==> src/rtl/tdp_ram_pkg.sv <==
// Shared types and helpers for the byte-enabled true dual-port RAM.
// byte_merge works on a wide container; callers cast to their width.
package tdp_ram_pkg;

  typedef enum logic {
    READ_FIRST  = 1'b0,
    WRITE_FIRST = 1'b1
  } rdw_mode_e;

  localparam int MAX_W = 1024;
  localparam int MAX_B = MAX_W / 8;

  function automatic int nbytes(input int data_w);
    return data_w / 8;
  endfunction

  function automatic logic [MAX_W-1:0] byte_merge(
    input logic [MAX_W-1:0] old_w,
    input logic [MAX_W-1:0] wdata,
    input logic [MAX_B-1:0] be
  );
    logic [MAX_W-1:0] r;
    r = old_w;
    for (int i = 0; i < MAX_B; i++) begin
      if (be[i]) r[8*i +: 8] = wdata[8*i +: 8];
    end
    return r;
  endfunction

endpackage

==> src/rtl/tdp_ram_outpipe.sv <==
// Per-port read data / valid pipeline, one or two register stages.
// Data registers only load on a valid beat so rdata holds between reads.
module tdp_ram_outpipe
  import tdp_ram_pkg::*;
#(
  parameter int DATA_W  = 128,
  parameter int OUT_REG = 0
) (
  input  logic              clk,
  input  logic              rst_n,
  input  logic              in_vld,
  input  logic [DATA_W-1:0] in_data,
  output logic              out_vld,
  output logic [DATA_W-1:0] out_data
);

  logic              s1_v_q, s1_v_d;
  logic [DATA_W-1:0] s1_d_q, s1_d_d;

  always_comb begin
    s1_v_d = in_vld;
    s1_d_d = in_vld ? in_data : s1_d_q;
  end

  always_ff @(posedge clk or negedge rst_n) begin
    if (!rst_n) begin
      s1_v_q <= 1'b0;
      s1_d_q <= '0;
    end else begin
      s1_v_q <= s1_v_d;
      s1_d_q <= s1_d_d;
    end
  end

  if (OUT_REG != 0) begin : g_reg
    logic              s2_v_q, s2_v_d;
    logic [DATA_W-1:0] s2_d_q, s2_d_d;

    always_comb begin
      s2_v_d = s1_v_q;
      s2_d_d = s1_v_q ? s1_d_q : s2_d_q;
    end

    always_ff @(posedge clk or negedge rst_n) begin
      if (!rst_n) begin
        s2_v_q <= 1'b0;
        s2_d_q <= '0;
      end else begin
        s2_v_q <= s2_v_d;
        s2_d_q <= s2_d_d;
      end
    end

    assign out_vld  = s2_v_q;
    assign out_data = s2_d_q;
  end else begin : g_bypass
    assign out_vld  = s1_v_q;
    assign out_data = s1_d_q;
  end

endmodule

==> src/rtl/tdp_ram_be.sv <==
// True dual-port RAM with byte enables, RDW mode and collision tracking.
// Same-address writes are merged per byte before reaching the array.
module tdp_ram_be
  import tdp_ram_pkg::*;
#(
  parameter int DATA_W   = 128,
  parameter int ADDR_W   = 3,
  parameter int RDW_MODE = 0,
  parameter int OUT_REG  = 0,
  parameter int PRIO_A   = 1,
  parameter int CNT_W    = 16
) (
  input  logic                     clk,
  input  logic                     rst_n,
  input  logic                     en_a,
  input  logic                     we_a,
  input  logic [DATA_W/8-1:0]      be_a,
  input  logic [ADDR_W-1:0]        addr_a,
  input  logic [DATA_W-1:0]        wdata_a,
  output logic [DATA_W-1:0]        rdata_a,
  output logic                     rvalid_a,
  input  logic                     en_b,
  input  logic                     we_b,
  input  logic [DATA_W/8-1:0]      be_b,
  input  logic [ADDR_W-1:0]        addr_b,
  input  logic [DATA_W-1:0]        wdata_b,
  output logic [DATA_W-1:0]        rdata_b,
  output logic                     rvalid_b,
  output logic                     collision,
  output logic [CNT_W-1:0]         coll_cnt,
  input  logic                     clr_cnt
);

  localparam int NB    = nbytes(DATA_W);
  localparam int DEPTH = 1 << ADDR_W;
  localparam rdw_mode_e MODE =
    (RDW_MODE != 0) ? WRITE_FIRST : READ_FIRST;

  function automatic logic [DATA_W-1:0] mrg(
    input logic [DATA_W-1:0] o,
    input logic [DATA_W-1:0] w,
    input logic [NB-1:0]     b
  );
    return DATA_W'(byte_merge(MAX_W'(o), MAX_W'(w), MAX_B'(b)));
  endfunction

  logic [DATA_W-1:0] mem_q [DEPTH];

  logic              wr_a, wr_b, same;
  logic [NB-1:0]     ba, bb, ba_x, bb_x;
  logic [DATA_W-1:0] old_a, old_b;
  logic [DATA_W-1:0] new_a, new_b;
  logic [DATA_W-1:0] rd_a, rd_b;

  // Loser's bytes go in first so the winner's overwrite them.
  always_comb begin
    wr_a  = en_a & we_a;
    wr_b  = en_b & we_b;
    same  = (addr_a == addr_b);
    ba    = wr_a ? be_a : '0;
    bb    = wr_b ? be_b : '0;
    ba_x  = same ? ba : '0;
    bb_x  = same ? bb : '0;
    old_a = mem_q[addr_a];
    old_b = mem_q[addr_b];
    if (PRIO_A != 0) begin
      new_a = mrg(mrg(old_a, wdata_b, bb_x), wdata_a, ba);
      new_b = mrg(mrg(old_b, wdata_b, bb), wdata_a, ba_x);
    end else begin
      new_a = mrg(mrg(old_a, wdata_a, ba), wdata_b, bb_x);
      new_b = mrg(mrg(old_b, wdata_a, ba_x), wdata_b, bb);
    end
    rd_a = (MODE == WRITE_FIRST) ? new_a : old_a;
    rd_b = (MODE == WRITE_FIRST) ? new_b : old_b;
  end

  always_ff @(posedge clk) begin
    if (wr_a) mem_q[addr_a] <= new_a;
    if (wr_b) mem_q[addr_b] <= new_b;
  end

  logic             coll_q, coll_d;
  logic [CNT_W-1:0] cnt_q, cnt_d;

  always_comb begin
    coll_d = en_a & en_b & same & (we_a | we_b);
    cnt_d  = cnt_q;
    if (clr_cnt) begin
      cnt_d = '0;
    end else if (coll_d && (cnt_q != '1)) begin
      cnt_d = cnt_q + 1'b1;
    end
  end

  always_ff @(posedge clk or negedge rst_n) begin
    if (!rst_n) begin
      coll_q <= 1'b0;
      cnt_q  <= '0;
    end else begin
      coll_q <= coll_d;
      cnt_q  <= cnt_d;
    end
  end

  assign collision = coll_q;
  assign coll_cnt  = cnt_q;

  tdp_ram_outpipe #(
    .DATA_W (DATA_W),
    .OUT_REG(OUT_REG)
  ) u_pipe_a (
    .clk     (clk),
    .rst_n   (rst_n),
    .in_vld  (en_a),
    .in_data (rd_a),
    .out_vld (rvalid_a),
    .out_data(rdata_a)
  );

  tdp_ram_outpipe #(
    .DATA_W (DATA_W),
    .OUT_REG(OUT_REG)
  ) u_pipe_b (
    .clk     (clk),
    .rst_n   (rst_n),
    .in_vld  (en_b),
    .in_data (rd_b),
    .out_vld (rvalid_b),
    .out_data(rdata_b)
  );

endmodule

==> config.mk <==
export PLATFORM = sky130hd
export DESIGN_NAME = tdp_ram_be
export DESIGN_NICKNAME = d
export VERILOG_FILES = /design/src/rtl/tdp_ram_pkg.sv /design/src/rtl/tdp_ram_outpipe.sv /design/src/rtl/tdp_ram_be.sv
export SDC_FILE = /design/constraint.sdc
export NUM_CORES = 2
export LEC_CHECK = 0
export CAP_MARGIN = 25
export CORE_ASPECT_RATIO = 2
export CORE_MARGIN = 2
export CORE_UTILIZATION = 40
export CTS_CLUSTER_SIZE = 40
export DETAILED_ROUTE_END_ITERATION = 6
export PLACE_DENSITY = 0.54
export SLEW_MARGIN = 15
export SYNTH_ARGS = -nofsm -noshare
export SYNTH_HDL_FRONTEND = slang
export SYNTH_SLANG_ARGS = --single-unit
==> constraint.sdc <==
create_clock -name clk -period 4.1 [get_ports clk]
set_input_delay 0.82 -clock clk [delete_from_list [all_inputs] [get_ports clk]]
set_output_delay 0.82 -clock clk [all_outputs]
set_load 0.005 [all_outputs]
==> run metrics <==
Synth Flop Type=edfxtp_1; final WL=390000 um; crit-path cells=buf_8 > nor2_4 > buf_4 > nand3_4 > a21oi_4 > buf_4 > nor2_1 > o22ai_1 > a211oi_1; Post-synth EDFFs=1024; failing checks=design-rule violations; fin area=0.0937 mm2; DRT iter0 DRCs=8883; Vias=70600; # nets final=7901; max_cap viols=0; crit path capture=mem_q[1][117]; gr ovfl total=0; origin of the worst setup path=addr_b[1]; Netlist Area Pre-Place=0.0777 mm2; Rel. slew slack=18.1%; Most common cell on crit path=buf_4; initial antenna violation count=37; Clock power frac=36.6%; post-cts hold buffer count=0; Slew Limit Fails=0; Post-Syn Instances=7075; final setup margin=0.819 ns; Max Root-Sink Buffers=4; CP max stage cell=nor2_4; Fin Setup TNS=0 ns; vias in the first global route=70400; worst reg-to-reg setup slack=1.16 ns; synthesis-to-layout area growth=20.7%; fraction of registers with async set or reset after synthesis=21.2%; status=complete, but fails checks; clk_skew=0.0462 ns; switching share of power=29.7%; Data arrival, critical path=3.82 ns; share of post-route cells with drive strength above 1=16.8%; Peak VDD IR=346 uV; CP Class=in2reg; Syn Nets=7377; fin cells=10300; worst skew pair latency=0.86 ns; H-tree levels=4; starting density of the core=40.3%; GRT Overall Usage=38.4%; CTS buffer count=142; TritonCTS clock tree=done; total power draw=36.4 mW; worst hold path type=in2async; num rows=228; Cell Pwr Density=388 mW/mm2; sequential power share=42.7%; final hold vios=0; port bufs=575; # DRC=7; Place WS=0.0280 ns; Reg clk slew, reported paths=0.06 ns; Reg-to-Reg Start=mem_q[1][24]; Synth Area per Inst=11.0 um2; unrepaired setup endpoints after global routing=false; post-DP HPWL=264000 um; fmax=305 MHz; Pint=25.6 mW; Resized Gates After CTS=0; core area=0.193 mm2; worst-margin pin slew=1.23 ns; combinational power share=20.7%; sequential share of the synthesized area=48.4%; final worst-path cycle share=80.0%; die width=316 um; CTS Sinks=1299; area of placed instances=0.0891 mm2; CP startpoint kind=primary input; largest net degree at the start of global routing=84; drt first pass iters=7; critical path data required time=4.64 ns; setup violators final=0; P_sw=10.8 mW; r2r endpoint=mem_q[3][24]; Final min period=3.28 ns; total die area=0.198 mm2; first-pass GRT wire length=537000 um; clock root buffer=clkbuf_16; Placer Congestion=1.01; DR WL/cell=38.0 um; Synth Warn #=0; Crit path largest cell delay=0.74 ns; Ports=576; Lkg Pwr=31.9 nW; count of cell types in the netlist=77; R2R cell count=6; crit path capture type=flop; Critical Path Fanout Max=29; Die Y=627 um; Placed Cells=9984; post-CTS setup buffers=0; average via count per standard cell=6.88; post-route ant nets=0; Yosys reg bits=1299
[power by group through the flow]
stage	Sequential [mW]	Clock (mW)	Combinational, mW
2_1_floorplan	15.7	0	3.88
3_3_place_gp	15.8	0	7.27
3_5_place_dp	15.8	0	7.36
4_1_cts	15.5	13.4	7.39
5_1_grt	15.6	13.8	7.93
6_report	15.5	13.3	7.55
[state kept, by name, indices dropped and copies added, names as in the netlist]
name	count
u_pipe_b.out_data	128
coll_cnt	16
u_pipe_a.out_data	128
collision	1
u_pipe_a.out_vld	1
u_pipe_b.out_vld	1
mem_q	1024
[Yosys cell counts, types with 58 or more instances]
cell	n	share of area [%]
a211oi_1	427	4.1
buf_2	154	0.99
a31oi_1	65	0.52
o22ai_1	487	3.9
nor3_1	82	0.53
o21ai_0	131	0.84
and3_1	58	0.47
nand2_1	332	1.6
a22oi_1	189	1.8
a21oi_1	569	3.7
mux4_2	285	8.3
mux2i_1	677	8.7
a221oi_1	158	1.8
buf_1	160	0.77
clkbuf_1	366	1.8
edfxtp_1	1024	40
mux2_2	124	1.8
nor2_1	1019	4.9
dfrtp_1	275	8.9
[layout by cell type (no fill, tap or decap), drive strengths merged, types with 21 or more instances in the layout]
master,count
a211oi,427
a21oi,572
a221o,33
a221oi,163
a22o,26
a22oi,189
a31oi,65
and2,26
and3,58
buf,530
clkbuf,189
clkdlybuf4s50,565
clkinv,35
dfrtp,275
edfxtp,1024
mux2,124
mux2i,677
mux4,285
nand2,332
nand2b,53
nand3,56
nor2,1026
nor3,94
o21ai,140
o221a,21
o22ai,487
o2bb2ai,28
[worst max-delay path, delay by kind of cell]
family / cells / cell delay (ns)
buffers and inverters: 3 / 0.86
and+or+nand+nor: 3 / 0.96
AOI/OAI and AO/OA: 3 / 1.14
[cell type report]
class                           count  area [um2]
Fill cell                       17700       99100
Clock inverter                     60         587
Multi-Input combinational cell   5050       37500
Antenna cell                       19        47.5
Inverter                           10        41.3
Tap cell                         2530        3170
Timing Repair Buffer             1096       10800
Clock buffer                      188        3960
Sequential cell                  1299       37600
[kinds of logic after synthesis]
family	after synthesis	share of synthesized area (%)
buf+inv	726	3.96
compound gates	2218	19.0
mux	1086	18.8
simple gates	1728	9.58
flops	1299	48.4
fa+ha+maj	1	0.0161
xor+xnor	17	0.240
[how the worst min path moves through the flow]
stage | end | startpoint | slack (ns)
2_1_floorplan | u_pipe_a.out_data[20] | u_pipe_a.out_data[20] | 0.51
3_3_place_gp | u_pipe_b.out_data[39] | u_pipe_b.out_data[39] | 0.49
3_5_place_dp | u_pipe_b.out_data[65] | u_pipe_b.out_data[65] | 0.50
4_1_cts | u_pipe_b.out_data[106] | rst_n | 0.04
5_1_grt | u_pipe_b.out_data[104] | rst_n | 0.08
6_report | u_pipe_b.out_data[104] | rst_n | 0.02
[per-stage QoR]
step,hold WS [ns],utilization [%]
after floorplan,0.505,-
final,0.0169,48.6
after detailed placement,0.499,46.2
after global placement,0.495,46.2
after CTS,0.0402,48.6
after global routing,0.0786,48.6
[metal layers]
| metal | part of all wire (%) | global-route usage [%] | vias up |
|---|---|---|---|
| met4 | 8.7 | 28.5 | 36 |
| met3 | 10 | 8.84 | 1591 |
| li1 | - | - | 28900 |
| met2 | 46 | 61.5 | 5028 |
| met1 | 35 | 44.9 | 35000 |
| met5 | 0.060 | 0 | - |
(Power assumes the default switching activity.)
